<file path="src/rtl/branch_target_unit.sv">
// Branch target unit: evaluates ARM condition codes against NZCV, owns the
// fetch PC, redirects on taken B/BL, flushes wrong-path fetches, emits LR write.
module branch_target_unit #(
    parameter logic [31:0] RESET_VECTOR = 32'h0000_0000,
    parameter int          FLUSH_CYCLES = 2
) (
    input  logic        clk,
    input  logic        rst_n,
    input  logic        stall,
    input  logic        br_req,
    input  logic [3:0]  br_cond,
    input  logic        br_link,
    input  logic [31:0] br_pc,
    input  logic [31:0] br_offset,
    input  logic [3:0]  flags_nzcv,
    output logic [31:0] pc,
    output logic        fetch_valid,
    output logic        flush,
    output logic        br_taken,
    output logic        lr_we,
    output logic [31:0] lr_data
);

    typedef enum logic [1:0] {
        ST_BOOT,
        ST_RUN,
        ST_FLUSH
    } state_t;

    localparam logic [2:0] LP_FLUSH_LOAD = 3'(FLUSH_CYCLES - 1);

    state_t      r_state;
    state_t      w_state_nxt;
    logic [31:0] r_pc;
    logic [31:0] w_pc_nxt;
    logic [2:0]  r_cnt;
    logic [2:0]  w_cnt_nxt;
    logic        r_br_taken;
    logic        w_br_taken_nxt;
    logic        r_lr_we;
    logic        w_lr_we_nxt;
    logic [31:0] r_lr_data;
    logic [31:0] w_lr_data_nxt;

    logic        w_n;
    logic        w_z;
    logic        w_c;
    logic        w_v;
    logic        w_cond_ok;
    logic        w_take;
    logic [31:0] w_target;
    logic [31:0] w_link;

    assign {w_n, w_z, w_c, w_v} = flags_nzcv;

    always_comb begin
        w_cond_ok = 1'b0;
        unique case (br_cond)
            4'b0000: w_cond_ok = w_z;
            4'b0001: w_cond_ok = !w_z;
            4'b0010: w_cond_ok = w_c;
            4'b0011: w_cond_ok = !w_c;
            4'b0100: w_cond_ok = w_n;
            4'b0101: w_cond_ok = !w_n;
            4'b0110: w_cond_ok = w_v;
            4'b0111: w_cond_ok = !w_v;
            4'b1000: w_cond_ok = w_c && !w_z;
            4'b1001: w_cond_ok = !w_c || w_z;
            4'b1010: w_cond_ok = (w_n == w_v);
            4'b1011: w_cond_ok = (w_n != w_v);
            4'b1100: w_cond_ok = !w_z && (w_n == w_v);
            4'b1101: w_cond_ok = w_z || (w_n != w_v);
            4'b1110: w_cond_ok = 1'b1;
            4'b1111: w_cond_ok = 1'b0;
            default: w_cond_ok = 1'b0;
        endcase
    end

    // +8: the architectural PC seen by the branch is two instructions ahead
    assign w_target = br_pc + 32'd8 + br_offset;
    assign w_link   = br_pc + 32'd4;
    assign w_take   = br_req && w_cond_ok;

    always_comb begin
        w_state_nxt    = r_state;
        w_pc_nxt       = r_pc;
        w_cnt_nxt      = r_cnt;
        w_br_taken_nxt = 1'b0;
        w_lr_we_nxt    = 1'b0;
        w_lr_data_nxt  = r_lr_data;
        unique case (r_state)
            ST_BOOT: begin
                w_state_nxt = ST_RUN;
            end
            ST_RUN: begin
                if (w_take) begin
                    w_pc_nxt       = w_target;
                    w_br_taken_nxt = 1'b1;
                    w_cnt_nxt      = LP_FLUSH_LOAD;
                    w_state_nxt    = ST_FLUSH;
                    if (br_link) begin
                        w_lr_we_nxt   = 1'b1;
                        w_lr_data_nxt = w_link;
                    end
                end else if (!stall) begin
                    w_pc_nxt = r_pc + 32'd4;
                end
            end
            ST_FLUSH: begin
                if (r_cnt == 3'd0) begin
                    w_state_nxt = ST_RUN;
                end else begin
                    w_cnt_nxt = r_cnt - 3'd1;
                end
            end
            default: begin
                w_state_nxt = ST_BOOT;
            end
        endcase
    end

    always_ff @(posedge clk or negedge rst_n) begin
        if (!rst_n) begin
            r_state    <= ST_BOOT;
            r_pc       <= RESET_VECTOR;
            r_cnt      <= 3'd0;
            r_br_taken <= 1'b0;
            r_lr_we    <= 1'b0;
            r_lr_data  <= 32'd0;
        end else begin
            r_state    <= w_state_nxt;
            r_pc       <= w_pc_nxt;
            r_cnt      <= w_cnt_nxt;
            r_br_taken <= w_br_taken_nxt;
            r_lr_we    <= w_lr_we_nxt;
            r_lr_data  <= w_lr_data_nxt;
        end
    end

    assign pc          = r_pc;
    assign fetch_valid = (r_state == ST_RUN) && !stall;
    assign flush       = (r_state == ST_FLUSH);
    assign br_taken    = r_br_taken;
    assign lr_we       = r_lr_we;
    assign lr_data     = r_lr_data;

endmodule

</file>
<file path="config.mk">
export PLATFORM = sky130hd
export DESIGN_NAME = branch_target_unit
export DESIGN_NICKNAME = d
export VERILOG_FILES = /design/src/rtl/branch_target_unit.sv
export SDC_FILE = /design/constraint.sdc
export NUM_CORES = 1
export LEC_CHECK = 0
export CAP_MARGIN = 0
export CORE_MARGIN = 2
export CORE_UTILIZATION = 45
export CTS_CLUSTER_DIAMETER = 60
export DETAILED_ROUTE_END_ITERATION = 10
export PLACE_DENSITY_LB_ADDON = 0.25
export SYNTH_ARGS = -nofsm -noshare
export SYNTH_HDL_FRONTEND = slang
export SYNTH_SLANG_ARGS = --single-unit
</file>
<file path="constraint.sdc">
create_clock -name clk -period 2.67 [get_ports clk]
set_input_delay 0.534 -clock clk [delete_from_list [all_inputs] [get_ports clk]]
set_output_delay 0.534 -clock clk [all_outputs]
set_load 0.01 [all_outputs]
</file>
==> results of run 1 <==
power by group through the flow:
stage | combinational [µW] | clock (µW) | sequential, µW
after floorplan | 1410 | 0 | 2180
after global placement | 3340 | 0 | 2010
after detailed placement | 3400 | 0 | 2050
after CTS | 3640 | 1390 | 2040
after global routing | 4100 | 1430 | 2140
final | 3790 | 1380 | 2050
flip-flops by register name (all words and copies together) (netlist names):
signal / cells
br_taken: 1
lr_data: 32
lr_we: 1
pc: 32
r_cnt: 3
r_state: 2
layer usage:
metal	part of all wire, %	GRT usage, %	routed length, µm
met4	2.6	11.84	537
met3	6.8	4.848	1388
met2	49	48.01	10070
met5	0	0	0
met1	42	36.13	8524
cell families after synthesis:
family / synth area share (%)
AND/OR/NAND/NOR: 21.25
AO/OA/AOI/OAI: 21.15
flip-flops: 29.36
adder cells (fa/ha/maj): 13.77
XOR/XNOR: 7.959
buffers and inverters: 4.424
multiplexers: 2.088
synth_stat cells, drive strengths merged, types with 2 or more instances:
master	instances	area share [%]
clkbuf	12	0.74
nand2	83	5.3
or2	2	0.21
o21ai	68	5.7
nand2b	9	0.93
o311ai	3	0.43
o21a	6	0.74
nand4	15	1.6
nor2b	5	0.52
a41oi	4	0.70
xor2	22	3.2
nor4	6	0.62
o31a	2	0.29
or3	5	0.52
xnor2	33	4.8
a31o	2	0.43
nor3b	2	0.25
o32a	2	0.33
nor3	14	1.2
nand3b	3	0.37
nor2	51	3.2
o221ai	4	0.58
and3	11	1.1
and4	4	0.58
inv	24	1.5
a21o	15	1.9
nor4b	4	0.68
nand3	36	3.2
a31oi	9	0.93
ha	65	13
and2	4	0.41
o221a	2	0.37
dfrtp	71	29
a21oi	53	4.6
o22ai	3	0.31
mux2i	4	0.66
o31ai	5	0.62
buf	15	2.2
a211oi	10	1.3
o211ai	2	0.25
a221o	2	0.33
mux2	7	1.4
final cells by class:
type / count / area (µm²) / area share [%]
Multi-Input combinational cell: 591 / 4841 / 48.91
Timing Repair Buffer: 292 / 2633 / 26.60
Sequential cell: 71 / 1777 / 17.95
Clock buffer: 9 / 225.2 / 2.275
Tap cell: 176 / 220.2 / 2.225
Clock inverter: 6 / 110.1 / 1.112
Inverter: 24 / 92.59 / 0.9354
what timing repair did:
action                     CTS  global route
setup buffers               14             9
resized for setup          169            69
pin swaps                   71            57
setup endpoints to repair   52            60
cloned                       1             0
worst max-delay path, cell delays in order:
cell and delay [ps]:
buf_8 100, ha_4 260, ha_4 130, inv_2 30, fa_2 360, nor2b_4 180
o311ai_4 110, a32oi_2 230, a41o_1 310, nand2_2 130, o221a_4 270, xnor2_2 130
o211ai_1 150
worst paths after layout:
check,endpoint,cells past startpoint
min,pc[0],1
max reg2reg,pc[26],9
max in group asynchronous,pc[13],2
min reg2reg,r_cnt[2],1
max,pc[25],13
min in group clk,lr_data[1],2
cell usage in the layout, fill, tap and decap left out, drive strengths merged, types with 11 or more instances in the layout:
cell type / instances
clkbuf: 17
xnor2: 33
and3: 11
nor3: 14
a21oi: 53
a21o: 15
buf: 160
o21ai: 68
clkdlybuf4s50: 94
dlygate4sd2: 22
inv: 24
nand2: 83
ha: 65
nand3: 36
dfrtp: 71
nand4: 15
nor2: 51
xor2: 22
per-stage QoR:
| step | instance area (µm²) | hold WS, ps |
|---|---|---|
| after detailed placement | 8663 | 467.6 |
| after CTS | 9643 | 349.6 |
| after global placement | 8663 | 459.5 |
| after floorplan | 6185 | 238.4 |
| after global routing | 9898 | 383.4 |
| final | 9898 | 318.7 |
==> impl_results.md, run 1 <==
* Relative slew slack at 37.80%
* Worst skew pair latency at 340 ps
* Clock power frac at 19.1%
* Fillers at 849
* Vias at 6664
* Drt initial violations at 497
* H-tree lvl count at 3
* TritonRoute pass-1 iters at 7
* Tightest Pin Transition at 932.9 ps
* Worst hold path type: input port to async pin
* Initial Util at 45.88%
* Pwr Total at 7214 µW
* Post-Place Cells at 1130
* Avg Vias per Cell at 5.701
* Leakage Power at 0.004236 µW
* Residual DRC at 0
* WL final at 20.52 mm
* Cell internal pwr at 4526 µW
* Mapped Area at 6052 µm²
* Initial antenna violation count at 0
* Fmax at 0.3731 GHz
* DPL Wire Length at 14.09 mm
* # clock sinks at 71
* Share of power burned in registers at 28.4%
* Synth Flop Type: dfrtp_1
* CTS tree: yes
* Number of synthesized flops with an enable pin at 0
* Worst-path fanout max at 4
* Origin of the critical flop-to-flop path: pc[2]
* Cts hold-fix bufs at 0
* Synth unique cells at 72
* WP data required at 2930 ps
* Routed WL per cell at 17.55 µm
* Clock Skew at 9.138 ps
* Post-Layout Cell Count at 1169
* Cells after Synth at 713
* Worst slack, placed at -981.8 ps
* Number of global-route vias before repair at 6782
* Ant diodes at 0
* Psw at 2688 µW
* Final hold vios at 0
* GR Overflow Total at 0
* CTS Buf Count at 9
* Crit. End Element: flip-flop
* Failing checks: negative setup slack
* Die Width at 120.0 µm
* Final TNS setup at -13.44 ps
* Clock root buffer: clkbuf_16
* GRT Total Usage at 28.52%
* Core area at 13190 µm²
* Post-route ant nets at 0
* Post-synthesis sequential area ratio at 29.36%
* CP startpoint kind: input port
* Run status: complete, but fails checks
* First-pass GRT wire length at 33.01 mm
* Post-route clock period utilization at 100.4%
* Seq cells post-synth at 71
* Average cell area after synthesis at 8.488 µm²
* # rows at 42
* Post-layout util at 75.04%
* Setup ws final at -10.39 ps
* Max_cap viols at 0
* Layout area overhead at 63.55%
* Min Tclk post-route at 2680 ps
* Switching Share at 37.27%
* Crit path launch: br_pc[1]
* I/O Pins at 145
* YS warnings at 0
* Clock Tree Buf Depth at 2
* Port bufs at 144
* VDD IR max at 0.4749 mV
* Gpl congestion at 0.9445
* Combinational power share at 52.5%
* Reg-to-reg slack, setup at 210 ps
* RSZ-0062 raised after global routing: yes
* Clk slew on worst S/H paths at 60 ps
* Largest net degree at the start of global routing at 56
* PwrDens at 728.8 nW/µm²
* CP arrival at 2940 ps
* Die H at 120.0 µm
* Post-synthesis async set-or-reset flop share at 100.0%
* Fraction of layout cells with a size suffix above 1 at 31.02%
* Max Slew Vio Count at 0
* Syn Nets at 856
* Die ar. at 14390 µm²
* WS Path Type: input port to flip-flop
* # setup viols final at 2
* Fin nets at 1132
No activity file was read; power rests on OpenSTA's default activity.
==> inputs of run 2 (changes only) <==
Settings changed: PLACE_DENSITY set to 0.71, PLACE_DENSITY_LB_ADDON 0.25 to not set.
==> impl_results.md, run 2 (same netlist as run 1, synthesis figures left out) <==
* Worst R2R Path Depth at 8
* Layout area overhead at 62.10%
* Fraction of layout cells with a size suffix above 1 at 30.36%
* Clock Skew at 5.997 ps
* Routed WL per cell at 18.51 µm
* Clock Tree Buf Depth at 2
* WS Path Type: input port to flip-flop
* Avg Vias per Cell at 5.756
* PwrDens at 733.8 nW/µm²
* Setup ws final at -71.04 ps
* # clock sinks at 71
* Die Width at 120.0 µm
* Post-route ant nets at 0
* Worst hold path type: input port to async pin
* WP data required at 2900 ps
* CTS Buf Count at 9
* # rows at 42
* Commonest non-fill, non-tap cell in the layout: buf_4
* VDD IR max at 0.4694 mV
* CP Cell Sequence: clkdlybuf4s50_1 > ha_4 > ha_4 > a211oi_2 > a32oi_2 > buf_4 > a21oi_1 > o21ai_0 > a21oi_1 > xor2_1 > a21oi_1
* Vias at 6688
* Drt initial violations at 454
* GRT Total Usage at 28.08%
* Max Slew Vio Count at 0
* Crit. End Element: flip-flop
* Gpl congestion at 0.9423
* Pwr Total at 7199 µW
* Min Tclk post-route at 2741 ps
* DPL Wire Length at 14.11 mm
* CP bufs+invs at 2
* Die H at 120.0 µm
* R2r endpoint: pc[24]
* CP peak stage delay at 510 ps
* Leakage Power at 0.004187 µW
* WL final at 21.50 mm
* Most frequent CP cell: a21oi_1
* Cts hold-fix bufs at 0
* GR Overflow Total at 0
* Die ar. at 14390 µm²
* CP arrival at 2970 ps
* RSZ-0062 raised after global routing: yes
* Initial antenna violation count at 1
* Final hold vios at 0
* Run status: complete, but fails checks
* Number of global-route vias before repair at 6625
* Clk slew on worst S/H paths at 60 ps
* Top Family by Delay on Critical Path: compound AO/OA/AOI/OAI gates
* Failing checks: negative setup slack
* TritonRoute pass-1 iters at 5
* Worst slack, placed at -987.9 ps
* First-pass GRT wire length at 32.56 mm
* Tightest Pin Transition at 902.8 ps
* H-tree lvl count at 3
* Commonest cells after routing, fill and taps aside: 128 x buf_4, 96 x clkdlybuf4s50_1, 79 x nand2_1, 71 x dfrtp_1, 54 x o21ai_0
* Relative slew slack at 39.82%
* Residual DRC at 0
* Fin nets at 1123
* Reg-to-reg slack, setup at 180 ps
* Fmax at 0.3648 GHz
* I/O Pins at 145
* # setup viols final at 5
* Origin of the critical flop-to-flop path: pc[2]
* Worst-path fanout max at 4
* Port bufs at 144
* Max_cap viols at 0
* Min Hold Slack at 314.2 ps
* Initial Util at 45.88%
* CTS tree: yes
* Core area at 13190 µm²
* CP startpoint kind: input port
* Post-route clock period utilization at 102.7%
* Worst skew pair latency at 350 ps
* Largest net degree at the start of global routing at 72
* Clock root buffer: clkbuf_16
* Slowest CP cell: clkdlybuf4s50_1
[run 2: cell count changes in the layout (fill, tap and decap cells not counted), sizes merged]
cell           before  now
diode               0    1
clkdlybuf4s15       2    5
clkbuf             17   22
buf               160  146
bufinv              3    2
dlymetal6s2s        5    6
clkinvlp            2    0
clkdlybuf4s50      94   96
bufbuf              1    0
dlygate4sd2        22   21
[run 2: how the worst max path moves through the flow]
stage	slack, ps	depth (start not counted)	start	endpoint
floorplan	-170	10	br_pc[2]	pc[26]
global placement	-910	14	br_pc[3]	pc[30]
detailed placement	-990	14	br_pc[3]	pc[30]
CTS	-30	12	br_offset[23]	pc[28]
global route	-150	11	br_offset[12]	pc[19]
finish	-70	11	br_offset[12]	pc[19]
[run 2: final cells by class]
class	instances	area, µm²
antenna	1	2.502
inverter	24	90.09
sequential	71	1777
tap	176	220.2
clock inverter	3	65.06
multi-input combinational	591	4877
timing repair buffer	283	2519
fill	913	3379
clock buffer	13	260.3
[run 2: power by group]
group / switching (µW) / leakage [µW] / internal, µW
combinational: 1760 / 0.00317 / 2030
sequential: 493 / 0.000857 / 1570
clock: 478 / 0.000160 / 868
[run 2: timing repair]
item                                    4_1_cts  5_1_grt
pin swaps                                    57       46
gates resized for setup                     145       76
endpoints found under the setup margin       59       52
gates cloned                                  0        0
buffers inserted                              7        8
[run 2: layer usage]
metal | up-vias | GRT usage [%] | routed length (µm)
met5 | - | 0 | 0
met4 | 0 | 9.338 | 527
met3 | 46 | 4.420 | 1310
met2 | 284 | 47.66 | 10550
met1 | 3205 | 36.42 | 9112
li1 | 3153 | - | -
[run 2: metrics by stage]
stage | setup TNS [ps] | cell area, µm² | cells | utilization [%]
6_report | -175.8 | 9811 | 1162 | 74.38
2_1_floorplan | -1078 | 6185 | 713 | -
3_5_place_dp | -37110 | 8656 | 1132 | 65.62
3_3_place_gp | -30120 | 8656 | 1132 | 65.62
5_1_grt | -841.2 | 9811 | 1162 | 74.38
4_1_cts | -31.43 | 9515 | 1155 | 72.14
==> inputs of run 3 (changes only) <==
Settings changed: CTS_CLUSTER_SIZE set to 14.
==> results of run 3 <==
No change in the layout: final DEF, timing and power equal those of run 2.
